==> src/rtl/ultrasonic_ranger.sv <==
// HC-SR04-style ultrasonic ranger: issues a TRIG pulse, times the ECHO high pulse and
// reports the distance in UNIT_CYCLES-sized units, or all-ones with a timeout flag.
module ultrasonic_ranger #(
    parameter int unsigned DisLen      = 16,
    parameter int unsigned TRIG_CYCLES = 500,
    parameter int unsigned UNIT_CYCLES = 290,
    parameter int unsigned WAIT_MAX    = 100000,
    parameter int unsigned ECHO_MAX    = 1900000
) (
    input  logic            clk,
    input  logic            rst,
    input  logic            trigger,
    input  logic            echo,
    output logic            triggerSuc,
    output logic            valid,
    output logic [DisLen:0] distance,
    output logic            timeout,
    output logic            trig_pin
);
    localparam int unsigned CntW = 21;
    localparam logic [CntW-1:0] TrigLen  = CntW'(TRIG_CYCLES);
    localparam logic [CntW-1:0] UnitLast = CntW'(UNIT_CYCLES - 1);
    localparam logic [CntW-1:0] WaitLast = CntW'(WAIT_MAX - 1);
    localparam logic [CntW-1:0] EchoLast = CntW'(ECHO_MAX - 1);
    localparam logic [DisLen:0] DistMax  = '1;

    typedef enum logic [2:0] {StIdle, StTrig, StWaitEcho, StEcho, StDone} state_e;

    state_e            r_state, w_state_d;
    logic              r_echo_meta, r_echo_s;
    logic [CntW-1:0]   r_cnt, w_cnt_d;
    logic [CntW-1:0]   r_unit, w_unit_d, w_unit_step;
    logic [DisLen:0]   r_acc, w_acc_d, w_acc_step;
    logic              r_to_flag, w_to_flag_d;
    logic              r_trig_pin, w_trig_pin_d;
    logic              r_trig_suc, w_trig_suc_d;
    logic              r_valid, w_valid_d;
    logic [DisLen:0]   r_distance, w_distance_d;
    logic              r_timeout, w_timeout_d;
    logic              w_unit_wrap;

    // One echo-high cycle worth of unit counting, with a saturating accumulator.
    assign w_unit_wrap = (r_unit == UnitLast);
    assign w_unit_step = w_unit_wrap ? '0 : r_unit + 1'b1;
    assign w_acc_step  = (w_unit_wrap && (r_acc != DistMax)) ? r_acc + 1'b1 : r_acc;

    always_comb begin
        w_state_d    = r_state;
        w_cnt_d      = r_cnt;
        w_unit_d     = r_unit;
        w_acc_d      = r_acc;
        w_to_flag_d  = r_to_flag;
        w_trig_pin_d = 1'b0;
        w_trig_suc_d = 1'b0;
        w_valid_d    = 1'b0;
        w_distance_d = r_distance;
        w_timeout_d  = r_timeout;
        unique case (r_state)
            StIdle: begin
                if (trigger) begin
                    w_state_d   = StTrig;
                    w_cnt_d     = '0;
                    w_unit_d    = '0;
                    w_acc_d     = '0;
                    w_to_flag_d = 1'b0;
                end
            end
            StTrig: begin
                if (r_cnt == TrigLen) begin
                    w_trig_suc_d = 1'b1;
                    w_cnt_d      = '0;
                    w_state_d    = StWaitEcho;
                end else begin
                    w_trig_pin_d = 1'b1;
                    w_cnt_d      = r_cnt + 1'b1;
                end
            end
            StWaitEcho: begin
                // The cycle that detects echo high already counts as N = 1.
                if (r_echo_s) begin
                    w_state_d = StEcho;
                    w_cnt_d   = CntW'(1);
                    w_unit_d  = w_unit_step;
                    w_acc_d   = w_acc_step;
                end else if (r_cnt == WaitLast) begin
                    w_state_d   = StDone;
                    w_acc_d     = DistMax;
                    w_to_flag_d = 1'b1;
                end else begin
                    w_cnt_d = r_cnt + 1'b1;
                end
            end
            StEcho: begin
                if (!r_echo_s) begin
                    w_state_d = StDone;
                end else if (r_cnt == EchoLast) begin
                    w_state_d   = StDone;
                    w_acc_d     = DistMax;
                    w_to_flag_d = 1'b1;
                end else begin
                    w_cnt_d  = r_cnt + 1'b1;
                    w_unit_d = w_unit_step;
                    w_acc_d  = w_acc_step;
                end
            end
            StDone: begin
                w_valid_d    = 1'b1;
                w_distance_d = r_acc;
                w_timeout_d  = r_to_flag;
                w_state_d    = StIdle;
            end
            default: w_state_d = StIdle;
        endcase
    end

    always_ff @(posedge clk or posedge rst) begin
        if (rst) begin
            r_state     <= StIdle;
            r_echo_meta <= 1'b0;
            r_echo_s    <= 1'b0;
            r_cnt       <= '0;
            r_unit      <= '0;
            r_acc       <= '0;
            r_to_flag   <= 1'b0;
            r_trig_pin  <= 1'b0;
            r_trig_suc  <= 1'b0;
            r_valid     <= 1'b0;
            r_distance  <= '0;
            r_timeout   <= 1'b0;
        end else begin
            r_state     <= w_state_d;
            r_echo_meta <= echo;
            r_echo_s    <= r_echo_meta;
            r_cnt       <= w_cnt_d;
            r_unit      <= w_unit_d;
            r_acc       <= w_acc_d;
            r_to_flag   <= w_to_flag_d;
            r_trig_pin  <= w_trig_pin_d;
            r_trig_suc  <= w_trig_suc_d;
            r_valid     <= w_valid_d;
            r_distance  <= w_distance_d;
            r_timeout   <= w_timeout_d;
        end
    end

    assign trig_pin   = r_trig_pin;
    assign triggerSuc = r_trig_suc;
    assign valid      = r_valid;
    assign distance   = r_distance;
    assign timeout    = r_timeout;

endmodule

==> config.mk <==
export PLATFORM = sky130hd
export DESIGN_NAME = ultrasonic_ranger
export DESIGN_NICKNAME = d
export VERILOG_FILES = /design/src/rtl/ultrasonic_ranger.sv
export SDC_FILE = /design/constraint.sdc
export NUM_CORES = 1
export LEC_CHECK = 0
export BUFFER_PORTS_ARGS = -buffer_cell sky130_fd_sc_hd__buf_2
export CAP_MARGIN = 0
export CORE_UTILIZATION = 40
export DETAILED_ROUTE_END_ITERATION = 10
export PLACE_DENSITY = 0.62
export SETUP_SLACK_MARGIN = 0.5
export SLEW_MARGIN = 10
export SYNTH_ARGS = -nofsm -noshare
export SYNTH_HDL_FRONTEND = slang
export SYNTH_SLANG_ARGS = --single-unit
export TNS_END_PERCENT = 1
==> constraint.sdc <==
create_clock -name clk -period 2.64 [get_ports clk]
set_input_delay 0.264 -clock clk [delete_from_list [all_inputs] [get_ports clk]]
set_output_delay 0.264 -clock clk [all_outputs]
set_load 0.01 [all_outputs]
==> flow_summary.html, run 1 <==
<table>
<tr><th>Metric</th><th>Value</th></tr>
<tr><th colspan="2">Status</th></tr>
<tr><td>Result of the run</td><td>completed</td></tr>
<tr><th colspan="2">Critical path</th></tr>
<tr><td>Crit-path slowest cell</td><td>sky130_fd_sc_hd__or4_4</td></tr>
<tr><td>Slowest stage delay, CP</td><td>0.63 ns</td></tr>
<tr><td>Type of destination of the critical path</td><td>flip-flop</td></tr>
<tr><td>Total stage count of the critical path</td><td>8</td></tr>
<tr><td>Cell class contributing the biggest share of worst-path delay</td><td>simple AND/OR/NAND/NOR gates</td></tr>
<tr><td>Nature of the critical path startpoint</td><td>flip-flop</td></tr>
<tr><td>Worst R2R Path Depth</td><td>8</td></tr>
<tr><td>Data required time of the worst path</td><td>2.88 ns</td></tr>
<tr><td>Start-to-end type of the worst setup path</td><td>reg2reg</td></tr>
<tr><td>Chain of cells forming the critical path</td><td>inv_1 &gt; ha_2 &gt; nor4b_4 &gt; nand3_2 &gt; or4_4 &gt; or3_4 &gt; a21oi_2 &gt; nor2_1</td></tr>
<tr><td>Worst Path Arrival</td><td>2.55 ns</td></tr>
<tr><td>Worst Path Buf+Inv</td><td>1</td></tr>
<tr><td>CP Max Fanout</td><td>5</td></tr>
<tr><th colspan="2">Timing</th></tr>
<tr><td>Final-layout setup total negative slack</td><td>0 ns</td></tr>
<tr><td>Period utilisation layout</td><td>87.5%</td></tr>
<tr><td>Number of endpoints with negative hold slack in the final report</td><td>0</td></tr>
<tr><td>Fin crit period</td><td>2.31 ns</td></tr>
<tr><td>Post-Route Hold Slack</td><td>0.0296 ns</td></tr>
<tr><td>Measured slew at the worst slew-check pin</td><td>0.624 ns</td></tr>
<tr><td>Setup clock skew after layout</td><td>0.00961 ns</td></tr>
<tr><td>Highest achievable clock rate</td><td>0.433 GHz</td></tr>
<tr><td>Pins Over Slew Limit</td><td>0</td></tr>
<tr><td>RSZ-0062 raised after global routing</td><td>yes</td></tr>
<tr><td>Final setup fails</td><td>0</td></tr>
<tr><td>Relative slew slack</td><td>58.0%</td></tr>
<tr><th colspan="2">Floorplan</th></tr>
<tr><td>Std-Cell Core Area</td><td>11,400 um2</td></tr>
<tr><td>Initial core utilization</td><td>41.0%</td></tr>
<tr><td>Std cell rows</td><td>39</td></tr>
<tr><td>Number of top-level design ports</td><td>25</td></tr>
<tr><td>Die Y-Extent</td><td>110 um</td></tr>
<tr><td>Die X</td><td>110 um</td></tr>
<tr><td>Die footprint</td><td>12,100 um2</td></tr>
<tr><th colspan="2">Drt</th></tr>
<tr><td>Vias/cell</td><td>5.92</td></tr>
<tr><td>Amount of wire on met2 after detailed routing</td><td>5.73 mm</td></tr>
<tr><td>Top routing layer used</td><td>met4</td></tr>
<tr><td>Pre-antenna DRT Iters</td><td>7</td></tr>
<tr><td>Post-detailed-route count of antenna-violating nets</td><td>0</td></tr>
<tr><td>Met3 routed wirelength</td><td>562 um</td></tr>
<tr><td># DRC</td><td>0</td></tr>
<tr><td>Total Routed Length</td><td>12.0 mm</td></tr>
<tr><td>Iter 0 DRT Violations</td><td>354</td></tr>
<tr><td>Detail-routed net length per standard cell</td><td>16.6 um</td></tr>
<tr><td>Wire length the detailed router placed on met1</td><td>5.48 mm</td></tr>
<tr><td>Via count</td><td>4,270</td></tr>
<tr><th colspan="2">Clock network</th></tr>
<tr><td>CTS sink count</td><td>86</td></tr>
<tr><td>Root buffer selected by CTS</td><td>sky130_fd_sc_hd__clkbuf_16</td></tr>
<tr><td>TritonCTS clock tree</td><td>yes</td></tr>
<tr><td>Clock transition at the registers of the reported paths</td><td>0.07 ns</td></tr>
<tr><td>Clock latency at the later pin of the worst-skew pair</td><td>0.34 ns</td></tr>
<tr><td>Clock H-tree levels</td><td>3</td></tr>
<tr><td>Inserted Clock Buffers</td><td>9</td></tr>
<tr><td>Bufs on Longest Clock Path</td><td>2</td></tr>
<tr><th colspan="2">Layout</th></tr>
<tr><td>Count of inserted antenna diode cells</td><td>0</td></tr>
<tr><td>Non-Filler Instances</td><td>721</td></tr>
<tr><td>Commonest non-fill, non-tap cells in the layout</td><td>84 x sky130_fd_sc_hd__dfrtp_1, 52 x sky130_fd_sc_hd__o21ai_0, 49 x sky130_fd_sc_hd__nand2_1</td></tr>
<tr><td>Post-synthesis to final-layout area growth</td><td>22.4%</td></tr>
<tr><td>Layout Nets</td><td>583</td></tr>
<tr><td>Most common cell after layout, fill and taps aside</td><td>sky130_fd_sc_hd__dfrtp_1</td></tr>
<tr><td>Share of final-layout standard cells stronger than drive strength 1</td><td>25.4%</td></tr>
<tr><th colspan="2">Global route</th></tr>
<tr><td>Pin count of the biggest net entering global routing</td><td>33</td></tr>
<tr><td>Antenna violations before repair</td><td>0</td></tr>
<tr><td>Number of global-route vias before repair</td><td>3,927</td></tr>
<tr><td>First-pass GRT wire length</td><td>19.4 mm</td></tr>
<tr><td>GRT Overall Usage</td><td>20.6%</td></tr>
<tr><td>Total grt overflow</td><td>0</td></tr>
<tr><th colspan="2">Logic synthesis</th></tr>
<tr><td>Syn nets</td><td>520</td></tr>
<tr><td>Top flip-flop cell by instance count after synthesis</td><td>sky130_fd_sc_hd__dfrtp_1</td></tr>
<tr><td>Number of warnings issued by yosys</td><td>0</td></tr>
<tr><td>Yosys reg bits</td><td>86</td></tr>
<tr><td>Synth Instances</td><td>510</td></tr>
<tr><td>Fraction of synthesis flops using an asynchronous set or reset pin</td><td>100%</td></tr>
<tr><td>EDFF count, synth</td><td>0</td></tr>
<tr><td>Post-synthesis sequential area ratio</td><td>45.9%</td></tr>
<tr><td>Syn_area_per_cell</td><td>9.19 um2</td></tr>
<tr><td>Summed instance area of the synthesized netlist</td><td>4680 um2</td></tr>
<tr><td>Netlist cell types</td><td>61</td></tr>
<tr><th colspan="2">Power</th></tr>
<tr><td>Static leakage power</td><td>0.00242 uW</td></tr>
<tr><td>Overall Power</td><td>2710 uW</td></tr>
<tr><td>Maximum resistive drop on vdd</td><td>297 uV</td></tr>
<tr><td>Power density of the placed cells</td><td>472 nW/um2</td></tr>
<tr><th colspan="2">Worst hold path</th></tr>
<tr><td>Hold-critical path depth</td><td>1</td></tr>
<tr><td>Type of the worst min-delay path</td><td>in2reg</td></tr>
<tr><th colspan="2">Place</th></tr>
<tr><td>Count of input and output buffers</td><td>24</td></tr>
<tr><td>Placer congestion estimate</td><td>0.872</td></tr>
<tr><td>Detailed placer's ending HPWL</td><td>7.74 mm</td></tr>
<tr><td>Dpl cells</td><td>678</td></tr>
<tr><th colspan="2">Job</th></tr>
<tr><td>Max-cap viol count</td><td>0</td></tr>
</table>
==> stage by stage <==
stage / setup slack (ns) / utilization (%) / area, um2
after floorplan: 0.524 / - / 4690
after global placement: 0.220 / 44.4 / 5070
after detailed placement: 0.139 / 44.4 / 5070
after CTS: 0.390 / 49.1 / 5600
after global routing: 0.245 / 50.2 / 5730
final: 0.331 / 50.2 / 5730
==> power by group <==
part           switching, uW  total (uW)  internal [uW]
sequential              15.8        1350           1330
clock                    543        1280            740
combinational           52.1        77.0           24.9
total                    611        2710           2100
==> flip-flops by register name (all words and copies together) (netlist names) <==
signal / flops
valid: 1
distance: 17
r_cnt: 21
r_unit: 21
timeout: 1
triggerSuc: 1
r_state: 3
trig_pin: 1
r_echo_s: 1
r_to_flag: 1
r_acc: 17
r_echo_meta: 1
==> layout make-up <==
class                      instances  area, um2
fill                            1056       5690
multi-input combinational        384       2510
sequential                        86       2150
timing repair buffer              75        519
clock buffer                      10        229
tap                              143        179
clock inverter                     6       70.1
inverter                          17       67.6
==> cells in the mapped netlist, types with 2 or more instances <==
cell | number | area (um2)
sky130_fd_sc_hd__a21o_1 | 4 | 30.0
sky130_fd_sc_hd__a21oi_1 | 36 | 180
sky130_fd_sc_hd__a22o_1 | 2 | 17.5
sky130_fd_sc_hd__a22oi_1 | 2 | 15.0
sky130_fd_sc_hd__a2bb2oi_1 | 5 | 43.8
sky130_fd_sc_hd__a311oi_1 | 3 | 26.3
sky130_fd_sc_hd__a31oi_1 | 5 | 31.3
sky130_fd_sc_hd__and2_1 | 2 | 12.5
sky130_fd_sc_hd__and3_1 | 8 | 50.1
sky130_fd_sc_hd__and4_1 | 2 | 17.5
sky130_fd_sc_hd__buf_2 | 12 | 60.1
sky130_fd_sc_hd__clkbuf_1 | 8 | 30.0
sky130_fd_sc_hd__dfrtp_1 | 86 | 2150
sky130_fd_sc_hd__ha_1 | 6 | 75.1
sky130_fd_sc_hd__inv_1 | 17 | 63.8
sky130_fd_sc_hd__mux2_2 | 18 | 203
sky130_fd_sc_hd__nand2_1 | 49 | 184
sky130_fd_sc_hd__nand2b_1 | 3 | 18.8
sky130_fd_sc_hd__nand3_1 | 23 | 115
sky130_fd_sc_hd__nand4_1 | 15 | 93.8
sky130_fd_sc_hd__nand4b_1 | 3 | 26.3
sky130_fd_sc_hd__nor2_1 | 38 | 143
sky130_fd_sc_hd__nor2b_1 | 9 | 56.3
sky130_fd_sc_hd__nor3_1 | 11 | 55.1
sky130_fd_sc_hd__nor3b_1 | 2 | 15.0
sky130_fd_sc_hd__nor4_1 | 7 | 43.8
sky130_fd_sc_hd__nor4_2 | 2 | 25.0
sky130_fd_sc_hd__nor4b_1 | 2 | 17.5
sky130_fd_sc_hd__nor4b_2 | 2 | 30.0
sky130_fd_sc_hd__o211ai_1 | 2 | 15.0
sky130_fd_sc_hd__o21ai_0 | 58 | 290
sky130_fd_sc_hd__o21ai_1 | 2 | 10.0
sky130_fd_sc_hd__o311ai_0 | 2 | 17.5
sky130_fd_sc_hd__o31ai_1 | 25 | 188
sky130_fd_sc_hd__o41ai_1 | 5 | 43.8
sky130_fd_sc_hd__or2_2 | 2 | 12.5
sky130_fd_sc_hd__or3_1 | 4 | 25.0
sky130_fd_sc_hd__xor2_1 | 5 | 43.8
==> final timing paths <==
path	endpoint	slack (ns)	startpoint
setup / recovery	r_acc[9]	0.33	r_unit[1]
hold / removal	r_echo_meta	0.03	echo
setup reg to reg	r_acc[9]	0.33	r_unit[1]
hold reg to reg	r_echo_s	0.40	r_echo_meta
max in group asynchronous	r_to_flag	1.25	rst
min in group asynchronous	r_cnt[3]	0.50	rst
==> repair_timing <==
action | in CTS | in global routing
hold endpoints to repair | 20 | 0
pin swaps | 9 | 9
gates resized for setup | 15 | 24
buffers inserted | 19 | 5
hold buffers | 1 | 0
gates cloned | 1 | 1
setup endpoints to repair | 47 | 58
==> per-layer routing <==
metal / GRT usage, % / vias up
met4: 7.71 / 0
met5: 0 / -
met1: 27.8 / 2078
met2: 33.1 / 146
met3: 3.23 / 16
li1: - / 2030
==> cell families (layout without fill, tap and decap cells) <==
group	after synthesis	in the layout	synth area share (%)
and+or+nand+nor	196	197	22.5
AOI/OAI and AO/OA	158	158	20.8
DFF	86	86	45.9
buffers and inverters	41	108	3.87
muxes	18	18	4.33
adders and majority gates	6	6	1.60
xor gates and xnor gates	5	5	0.935
Power figures use the tool's default switching activity.
==> run 2: changes to the inputs <==
- CELL_PAD_IN_SITES_DETAIL_PLACEMENT: not set -> 0
- CELL_PAD_IN_SITES_GLOBAL_PLACEMENT: not set -> 2
- CORE_UTILIZATION: 40 -> 35
- PLACE_DENSITY: 0.62 -> 0.8
==> run 2 against run 1 <==
Net effect: clock power rose by 14%; via count fell by 1.3%; critical path type unchanged; hold slack got worse by 0.014 ns; highest routed layer unchanged; routed wire length rose by 6.2%; worst setup slack improved by 0.11 ns; sequential power barely moved; largest cell class unchanged; first-iteration DRC count fell by 18%; register-to-register slack improved by 0.11 ns; combinational power rose by 12%.
==> flow_summary.html, run 2 (synthesized netlist as in run 1, its figures left out) <==
<table>
<tr><th>Metric</th><th>Value</th></tr>
<tr><th colspan="2">Global route</th></tr>
<tr><td>GRT Overall Usage</td><td>18.2%</td></tr>
<tr><td>Pin count of the biggest net entering global routing</td><td>44</td></tr>
<tr><td>Total grt overflow</td><td>0</td></tr>
<tr><td>Number of global-route vias before repair</td><td>3,905</td></tr>
<tr><td>Antenna violations before repair</td><td>0</td></tr>
<tr><td>First-pass GRT wire length</td><td>20.4 mm</td></tr>
<tr><th colspan="2">Timing</th></tr>
<tr><td>Pins Over Slew Limit</td><td>0</td></tr>
<tr><td>Number of endpoints with negative hold slack in the final report</td><td>0</td></tr>
<tr><td>Period utilisation layout</td><td>83.5%</td></tr>
<tr><td>Highest achievable clock rate</td><td>0.454 GHz</td></tr>
<tr><td>Setup clock skew after layout</td><td>0.00730 ns</td></tr>
<tr><td>Setup slack after layout</td><td>0.436 ns</td></tr>
<tr><td>Measured slew at the worst slew-check pin</td><td>0.671 ns</td></tr>
<tr><td>Relative slew slack</td><td>55.2%</td></tr>
<tr><td>Final setup fails</td><td>0</td></tr>
<tr><td>RSZ-0062 raised after global routing</td><td>yes</td></tr>
<tr><td>Fin crit period</td><td>2.20 ns</td></tr>
<tr><td>Final-layout setup total negative slack</td><td>0 ns</td></tr>
<tr><th colspan="2">Drt</th></tr>
<tr><td>Total Routed Length</td><td>12.7 mm</td></tr>
<tr><td>Via count</td><td>4,214</td></tr>
<tr><td>Detail-routed net length per standard cell</td><td>16.6 um</td></tr>
<tr><td>Iter 0 DRT Violations</td><td>290</td></tr>
<tr><td>Vias/cell</td><td>5.52</td></tr>
<tr><td>Post-detailed-route count of antenna-violating nets</td><td>0</td></tr>
<tr><td>Pre-antenna DRT Iters</td><td>5</td></tr>
<tr><td># DRC</td><td>0</td></tr>
<tr><th colspan="2">Power</th></tr>
<tr><td>Overall Power</td><td>2900 uW</td></tr>
<tr><td>Power density of the placed cells</td><td>481 nW/um2</td></tr>
<tr><td>Maximum resistive drop on vdd</td><td>265 uV</td></tr>
<tr><td>Static leakage power</td><td>0.00255 uW</td></tr>
<tr><th colspan="2">Floorplan</th></tr>
<tr><td>Number of top-level design ports</td><td>25</td></tr>
<tr><td>Die footprint</td><td>13,900 um2</td></tr>
<tr><td>Die Y-Extent</td><td>118 um</td></tr>
<tr><td>Initial core utilization</td><td>36.5%</td></tr>
<tr><td>Std cell rows</td><td>41</td></tr>
<tr><td>Die X</td><td>118 um</td></tr>
<tr><td>Std-Cell Core Area</td><td>12,800 um2</td></tr>
<tr><th colspan="2">Layout</th></tr>
<tr><td>Commonest non-fill, non-tap cells in the layout</td><td>79 x sky130_fd_sc_hd__dfrtp_1, 61 x sky130_fd_sc_hd__buf_4, 53 x sky130_fd_sc_hd__o21ai_0</td></tr>
<tr><td>Share of final-layout standard cells stronger than drive strength 1</td><td>29.9%</td></tr>
<tr><td>Most common cell after layout, fill and taps aside</td><td>sky130_fd_sc_hd__dfrtp_1</td></tr>
<tr><td>Largest registers in the final layout</td><td>r_cnt: 21 flops, r_unit: 21 flops</td></tr>
<tr><td>Non-Filler Instances</td><td>764</td></tr>
<tr><td>Cell area after layout</td><td>6020 um2</td></tr>
<tr><td>Layout Nets</td><td>598</td></tr>
<tr><td>Post-synthesis to final-layout area growth</td><td>28.6%</td></tr>
<tr><td>Count of inserted antenna diode cells</td><td>0</td></tr>
<tr><th colspan="2">Status</th></tr>
<tr><td>Result of the run</td><td>completed</td></tr>
<tr><th colspan="2">Clock network</th></tr>
<tr><td>Clock transition at the registers of the reported paths</td><td>0.06 ns</td></tr>
<tr><td>Clock H-tree levels</td><td>3</td></tr>
<tr><td>Root buffer selected by CTS</td><td>sky130_fd_sc_hd__clkbuf_16</td></tr>
<tr><td>Cts-stage hold buffer count</td><td>0</td></tr>
<tr><td>Inserted Clock Buffers</td><td>9</td></tr>
<tr><td>Clock latency at the later pin of the worst-skew pair</td><td>0.34 ns</td></tr>
<tr><td>Bufs on Longest Clock Path</td><td>2</td></tr>
<tr><td>CTS sink count</td><td>86</td></tr>
<tr><td>TritonCTS clock tree</td><td>yes</td></tr>
<tr><th colspan="2">Critical path</th></tr>
<tr><td>Cell class contributing the biggest share of worst-path delay</td><td>simple AND/OR/NAND/NOR gates</td></tr>
<tr><td>Nature of the critical path startpoint</td><td>flip-flop</td></tr>
<tr><td>Worst Path Arrival</td><td>2.47 ns</td></tr>
<tr><td>Type of destination of the critical path</td><td>flip-flop</td></tr>
<tr><td>Chain of cells forming the critical path</td><td>nor4_2 &gt; nand3_4 &gt; or4_4 &gt; buf_4 &gt; o21ai_0 &gt; a21oi_1 &gt; a21oi_1</td></tr>
<tr><td>Data required time of the worst path</td><td>2.90 ns</td></tr>
<tr><td>Most frequent cell on the critical path</td><td>sky130_fd_sc_hd__a21oi_1</td></tr>
<tr><td>Slowest stage delay, CP</td><td>0.57 ns</td></tr>
<tr><td>Crit-path slowest cell</td><td>sky130_fd_sc_hd__or4_4</td></tr>
<tr><td>Start-to-end type of the worst setup path</td><td>reg2reg</td></tr>
<tr><td>Worst Path Buf+Inv</td><td>1</td></tr>
<tr><td>CP Max Fanout</td><td>7</td></tr>
<tr><th colspan="2">Place</th></tr>
<tr><td>Detailed placer's ending HPWL</td><td>8.41 mm</td></tr>
<tr><td>Dpl cells</td><td>711</td></tr>
<tr><td>Post-Place Setup Slack</td><td>0.165 ns</td></tr>
<tr><td>Area post-placement</td><td>5150 um2</td></tr>
<tr><td>Placer congestion estimate</td><td>0.842</td></tr>
<tr><td>Count of input and output buffers</td><td>24</td></tr>
<tr><th colspan="2">Job</th></tr>
<tr><td>Max-cap viol count</td><td>0</td></tr>
<tr><th colspan="2">Worst hold path</th></tr>
<tr><td>Type of the worst min-delay path</td><td>in2async</td></tr>
</table>
run 2: cell types whose count changed in the layout (fill, tap and decap cells not counted), moves of 3 or more:
| cell | change |
|---|---|
| sky130_fd_sc_hd__buf_4 | +14 |
| sky130_fd_sc_hd__buf_6 | +4 |
| sky130_fd_sc_hd__clkinvlp_4 | -3 |
| sky130_fd_sc_hd__dfrtp_1 | -5 |
| sky130_fd_sc_hd__dfrtp_2 | +5 |
| sky130_fd_sc_hd__nor4_1 | -3 |
| sky130_fd_sc_hd__o41ai_1 | -3 |
run 2: area by class of cell:
type / instances / area [um2]
clock buffer: 11 / 243
clock inverter: 4 / 95.1
fill: 1257 / 6800
inverter: 17 / 67.6
multi-input combinational: 383 / 2590
sequential: 86 / 2160
tap: 172 / 215
timing repair buffer: 91 / 654
run 2: timing repair:
action,CTS,global route
pin swaps,9,11
setup endpoints to repair,43,56
resized for setup,22,37
setup buffers,22,16
run 2: path summary, 6_finish.rpt:
check,start,end,slack [ns],cells past startpoint
setup / recovery,r_unit[2],r_acc[4],0.44,7
hold / removal,rst,r_cnt[6],0.02,2
setup reg to reg,r_unit[2],r_acc[4],0.44,7
hold reg to reg,r_echo_meta,r_echo_s,0.36,0
max in group asynchronous,rst,r_state[2],1.96,3
min in group clk,echo,r_echo_meta,0.06,1
run 2: routing by layer:
layer	track usage, %	part of all wire [%]	wire length (um)
met4	5.21	0.92	117
met1	25.8	48	6090
met3	2.96	2.9	363
met2	28.6	48	6130
met5	0	0	0
run 2: per-stage QoR:
| step | hold slack (ns) | util, % |
|---|---|---|
| 2_1_floorplan | 0.295 | - |
| 3_3_place_gp | 0.334 | 40.2 |
| 3_5_place_dp | 0.343 | 40.2 |
| 4_1_cts | 0.0475 | 44.7 |
| 5_1_grt | 0.0498 | 47.0 |
| 6_report | 0.0153 | 47.0 |
run 2: power by group:
part	leakage, uW	total, uW	internal, uW	switching, uW
clock	0.000166	1460	945	518
combinational	0.00128	86.1	32.3	53.8
sequential	0.00110	1350	1330	15.5
run 2: worst register-to-register path: stages, from the launching register on:
cell                      delay (ns)
sky130_fd_sc_hd__dfrtp_1        0.43
sky130_fd_sc_hd__nor4_2         0.39
sky130_fd_sc_hd__nand3_4        0.15
sky130_fd_sc_hd__or4_4          0.57
sky130_fd_sc_hd__buf_4          0.18
sky130_fd_sc_hd__o21ai_0        0.18
sky130_fd_sc_hd__a21oi_1        0.11
sky130_fd_sc_hd__a21oi_1        0.12
